[src/rtl/pconv_accum_unit.sv]
// Multiply-accumulate convolution unit: TAPS signed products summed, biased, shifted and clamped to one N-bit pixel.
// Optional build macro PCONV_RELU_EN selects ReLU clamping instead of signed saturation.
module pconv_accum_unit #(
  parameter int N             = 16,
  parameter int ACC_W         = 40,
  parameter int KERNEL_SIZE   = 3,
  parameter int INPUT_CHANNEL = 1
) (
  input  logic                  clk,
  input  logic                  rst_n,
  input  logic                  in_vld,
  output logic                  in_rdy,
  input  logic [N-1:0]          input_din,
  input  logic [N-1:0]          weight_din,
  input  logic [ACC_W-1:0]      bias_din,
  input  logic [4:0]            shift_din,
  output logic [N-1:0]          conv_dout,
  output logic                  conv_dout_vld,
  input  logic                  conv_dout_rdy,
  output logic [$clog2(KERNEL_SIZE*KERNEL_SIZE*INPUT_CHANNEL+1)-1:0] tap_cnt
);

  localparam int TAPS  = KERNEL_SIZE * KERNEL_SIZE * INPUT_CHANNEL;
  localparam int CNT_W = $clog2(TAPS + 1);
  localparam logic signed [ACC_W:0] MAX_V = $signed({{(ACC_W + 2 - N){1'b0}}, {(N - 1){1'b1}}});
  localparam logic signed [ACC_W:0] MIN_V = $signed({{(ACC_W + 2 - N){1'b1}}, {(N - 1){1'b0}}});

  // Handshake: a pair moves on a clk edge where in_vld & in_rdy; a pixel moves
  // on an edge where conv_dout_vld & conv_dout_rdy. Valid never waits on ready.
  typedef enum logic [1:0] {ACCUM, DRAIN, OUTPUT} state_t;

  state_t state, state_nxt;
  logic [1:0] drain_cnt;
  logic accept, last_tap, first_tap;

  logic signed [2*N-1:0] in_ext, w_ext, prod_q;
  logic prod_vld, prod_first;
  logic signed [ACC_W-1:0] prod_ext, acc, bias_q;
  logic [4:0] shift_q;
  logic signed [ACC_W:0] sum_q, r_val;
  logic [N-1:0] dout_nxt;

  assign in_rdy    = (state == ACCUM);
  assign accept    = in_vld & in_rdy;
  assign last_tap  = (tap_cnt == CNT_W'(TAPS - 1));
  assign first_tap = (tap_cnt == '0);

  always_comb begin
    state_nxt = state;
    case (state)
      ACCUM:   if (accept && last_tap) state_nxt = DRAIN;
      DRAIN:   if (drain_cnt == 2'd2) state_nxt = OUTPUT;
      OUTPUT:  if (conv_dout_rdy) state_nxt = ACCUM;
      default: state_nxt = ACCUM;
    endcase
  end

  always_ff @(posedge clk) begin
    if (!rst_n) begin
      state     <= ACCUM;
      tap_cnt   <= '0;
      drain_cnt <= '0;
    end else begin
      state <= state_nxt;
      if (accept) tap_cnt <= last_tap ? '0 : tap_cnt + CNT_W'(1);
      drain_cnt <= (state == DRAIN) ? drain_cnt + 2'd1 : 2'd0;
    end
  end

  assign in_ext   = {{N{input_din[N-1]}}, input_din};
  assign w_ext    = {{N{weight_din[N-1]}}, weight_din};
  assign prod_ext = {{(ACC_W - 2*N){prod_q[2*N-1]}}, prod_q};

  // Stage 1 registers the product; stage 2 folds it into the accumulator,
  // restarting the sum on the product that came from tap 0.
  always_ff @(posedge clk) begin
    if (!rst_n) begin
      prod_q     <= '0;
      prod_vld   <= 1'b0;
      prod_first <= 1'b0;
      acc        <= '0;
      bias_q     <= '0;
      shift_q    <= '0;
    end else begin
      prod_vld   <= accept;
      prod_first <= accept & first_tap;
      if (accept) prod_q <= in_ext * w_ext;
      if (accept && first_tap) begin
        bias_q  <= bias_din;
        shift_q <= shift_din;
      end
      if (prod_vld) acc <= prod_first ? prod_ext : acc + prod_ext;
    end
  end

  // The bias add is one bit wider than the accumulator so it cannot wrap.
  always_ff @(posedge clk) begin
    if (!rst_n) sum_q <= '0;
    else if (state == DRAIN && drain_cnt == 2'd1)
      sum_q <= {acc[ACC_W-1], acc} + {bias_q[ACC_W-1], bias_q};
  end

  always_comb begin
    r_val    = sum_q >>> shift_q;
    dout_nxt = r_val[N-1:0];
    if (r_val > MAX_V) dout_nxt = MAX_V[N-1:0];
`ifdef PCONV_RELU_EN
    else if (r_val < 0) dout_nxt = '0;
`else
    else if (r_val < MIN_V) dout_nxt = MIN_V[N-1:0];
`endif
  end

  always_ff @(posedge clk) begin
    if (!rst_n) begin
      conv_dout     <= '0;
      conv_dout_vld <= 1'b0;
    end else if (state == DRAIN && drain_cnt == 2'd2) begin
      conv_dout     <= dout_nxt;
      conv_dout_vld <= 1'b1;
    end else if (state == OUTPUT && conv_dout_rdy) begin
      conv_dout_vld <= 1'b0;
    end
  end

endmodule

[config.mk]
export PLATFORM = sky130hd
export DESIGN_NAME = pconv_accum_unit
export DESIGN_NICKNAME = d
export VERILOG_FILES = /design/src/rtl/pconv_accum_unit.sv
export SDC_FILE = /design/constraint.sdc
export NUM_CORES = 1
export LEC_CHECK = 0
export CORE_MARGIN = 1
export CORE_UTILIZATION = 45
export DETAILED_ROUTE_END_ITERATION = 10
export GPL_TIMING_DRIVEN = 0
export HOLD_SLACK_MARGIN = 0.02
export MAX_ROUTING_LAYER = met4
export PLACE_DENSITY = 0.66
export SETUP_SLACK_MARGIN = 0.3
export SYNTH_ARGS = -nofsm -noshare
export SYNTH_HDL_FRONTEND = slang
export SYNTH_SLANG_ARGS = --single-unit
[constraint.sdc]
create_clock -name clk -period 10 [get_ports clk]
set_clock_uncertainty 0.05 [all_clocks]
set_input_delay 3 -clock clk [delete_from_list [all_inputs] [get_ports clk]]
set_output_delay 3 -clock clk [all_outputs]
set_load 0.03 [all_outputs]
==> impl_metrics.ini <==
[status]
status = finished clean

[clock_network]
cts_max_path_buffers = 2
cts-root-buf = clkbuf_16
cts-htree-levels = 4
clkSlewWorstSetupHoldPaths_ns = 0.07
cts_tree = done
cts_sinks = 185
hold_buffers = 0
insertion_delay_ns = 0.46
cts_buffers = 17

[global_route]
antenna_found_initial = 1
grt_pass1_wl_um = 112000
grt-ovfl-total = 0
grt_pass1_vias = 20500
grt_max_degree = 17
grt_use_total_pct = 28.2

[logic_synthesis]
synth_xor_area_share_pct = 3.50
synth_seq_area_share_pct = 16.1
synth_cell_type_count = 74
yosys-top-cells-area = fa_1 23%, dfxtp_1 16%, ha_1 9.0%, nand2_1 7.0%, inv_1 6.0%
synth_top_family_by_area = adder cells
synth_compound_area_share_pct = 16.0
synth_most_common_cell = nand2_1
synth.cell_area_sq_um = 23000
syn_nets = 3318
yosysTopAreaCellShare_pct = 22.9
avgSynthCellArea_sq_um = 8.21
muxShareOfSynthArea_pct = 5.74
synth-seq-cells = 185
async_flop_share_pct = 0
yosys_warnings = 0
synth_edf_count = 0
yosys.area_share.simple_pct = 18.2
synth_commonest_cells = 429 x nand2_1, 368 x inv_1, 264 x fa_1
synth_area_leader_cell = fa_1
yosys.area_share.adder_pct = 31.9
synth-main-ff-cell = dfxtp_1
synth_cells = 2808

[sta]
hold_viol = 0
min_period_ns = 9.43
fin_crit_sh_pct = 94.3
fmax_ghz = 0.106
hold-worst-slack_ns = 0.408
grt_setup_unrepaired = true
drv_slew = 0
setup_violations = 0
worst_pin_slew_ns = 1.19
maxSlewHeadroom_pct = 20.5

[worst_setup_path]
r2r-start = acc[0]
critPathCapture = prod_q[29]
rrSetupSlack_ns = 6.00
criticalPathCategory = primary input to flop
cp.depth = 24
cp_common_cell = fa_1
path_cells = clkdlybuf4s50_1, buf_2, nand2_1, fa_1, fa_1, fa_1, fa_1, inv_1, fa_1, inv_1, fa_1, inv_1, ha_1, a21oi_1, o211ai_1, a311oi_2, buf_4, o211ai_1, a31oi_2, a21boi_1, a31oi_1, xnor2_1, nand2_1, a21oi_1
end_kind = flop
slowest_delay_ns = 0.69
reg2reg_depth = 13
rr_endpoint = sum_q[38]
critPathMaxFanout = 10
cp.required_ns = 10.33
critPathLaunchType = primary input
startpoint = input_din[9]
cp_slowest_cell = clkdlybuf4s50_1
cp_top_family = adder cells
cp.arrival_ns = 9.77
path_buf_inv = 6

[route]
vias = 20500
drt_iter0_drc = 1689
routed_wl_um = 69700
viasPerCell = 5.67
firstDrtPassIters = 6
antenna_left = 0
wl_per_cell_um = 19.3
post-route-drc-count = 0

[placement]
gp_congestion = 0.977
dpl-instance-area_sq_um = 24900
port_buffers = 101
hpwl_um = 57500

[floorplan]
die_x_um = 228
num_rows = 82
core_area_sq_um = 50400
start_util_pct = 45.7
dieArea_sq_um = 52100
dieHeight_um = 228
ios = 103

[cells_and_area]
drive_above_1_share_pct = 4.72
design_area_sq_um = 25600
syn_to_final_growth_pct = 11.2
layout.nets = 3441

[pwr]
p_per_area_nw_per_um2 = 316
leakagePower_nw = 11.7
vdd_drop_max_mv = 0.561

[min_path]
hold_class = flop to flop

[job]
max_cap_violations = 0
-- cells in the final DEF (no fill, tap or decap), drive strengths merged, types with 9 or more instances in the layout --
master	count
xor2	31
nor2b	19
nand2b	22
or3	10
clkbuf	123
nand2	430
clkdlybuf4s50	94
inv	373
mux2	19
o211ai	33
o21bai	20
a211oi	27
fa	264
and3	17
o21a	11
xnor2	61
buf	37
a21o	50
nor2	120
nor3	23
nand4	17
o31ai	9
mux2i	61
and2	146
a31oi	21
o21ai	142
mux4	21
a311oi	10
ha	165
a21oi	235
dfxtp	185
nand3	43
-- power by group --
part	total (W)	internal, W	switching (W)
logic	0.00648	0.00279	0.00369
clock network	0.000736	0.000410	0.000326
registers	0.000890	0.000823	0.0000672
total	0.00811	0.00403	0.00408
-- routing by layer --
metal,part of all wire (%),track usage [%],vias to the layer above
li1,-,-,9555
met1,46,39.5,10100
met2,44,42.7,728
met3,6.8,3.85,89
met4,2.4,7.45,0
met5,0,-,-
-- layout make-up --
cell class                 count  area [sq um]
antenna                        1          2.50
timing repair buffer         104          1050
fill                        4892         24700
tap                          672           841
inverter                     371          1390
clock buffer                  20           457
sequential                   185          3700
multi-input combinational   2115         17400
buffer                       137           639
clock inverter                12           161
-- worst register-to-register path: stages (launching register included) --
cell and delay, ns:
dfxtp_1 0.35, ha_1 0.24, inv_1 0.07, fa_1 0.20, nor2b_1 0.06, o21a_1 0.17
o21ai_0 0.56, a211oi_1 0.27, o31ai_1 0.90, o211ai_1 0.30, a31oi_1 0.38, xnor2_1 0.17
nand2_1 0.07, a21oi_1 0.16
-- timing repair --
| item | in CTS | in global routing |
|---|---|---|
| setup buffers | 0 | 2 |
| gates resized for setup | 20 | 50 |
| endpoints found under the hold margin | 0 | 0 |
| setup endpoints to repair | 9 | 8 |
| pin swaps | 1 | 2 |
-- sequential cells by signal (all words and copies together), names as in the netlist --
signal	cells
prod_first	1
sum_q	41
state	2
drain_cnt	2
bias_q	40
prod_vld	1
shift_q	5
tap_cnt	4
acc	40
prod_q	32
conv_dout_vld	1
conv_dout	16
-- kinds of logic (layout without fill, tap and decap cells) --
group                    Yosys count  count (layout)
adder cells (fa/ha/maj)          429             429
multiplexers                     101             101
flip-flops                       185             185
buffers and inverters            508             644
XOR/XNOR                          92              92
other                              0               1
AND/OR/NAND/NOR                  890             890
AO/OA/AOI/OAI                    603             603
-- worst min path at each step --
stage | start | endpoint | slack [ns] | cells past startpoint
after global placement | drain_cnt[0] | drain_cnt[0] | 0.38 | 1
after CTS | bias_q[11] | bias_q[11] | 0.41 | 2
after detailed placement | bias_q[11] | bias_q[11] | 0.40 | 2
final | bias_q[11] | bias_q[11] | 0.41 | 2
after global routing | bias_q[12] | bias_q[12] | 0.43 | 2
after floorplan | drain_cnt[0] | drain_cnt[0] | 0.37 | 1
-- stage by stage --
| stage | cells | total power, W | worst slack (ns) | setup TNS (ns) | util, % |
|---|---|---|---|---|---|
| 6_report | 3617 | 0.00811 | 0.565 | 0 | 50.9 |
| 5_1_grt | 3616 | 0.00914 | 0.274 | 0 | 50.9 |
| 4_1_cts | 3614 | 0.00803 | 0.320 | 0 | 50.7 |
| 3_5_place_dp | 3582 | 0.00725 | -0.610 | -3.30 | 49.4 |
| 3_3_place_gp | 3581 | 0.00711 | -0.557 | -2.56 | 49.4 |
| 2_1_floorplan | 2808 | 0.00599 | 1.15 | 0 | - |
(Power assumes the default switching activity.)
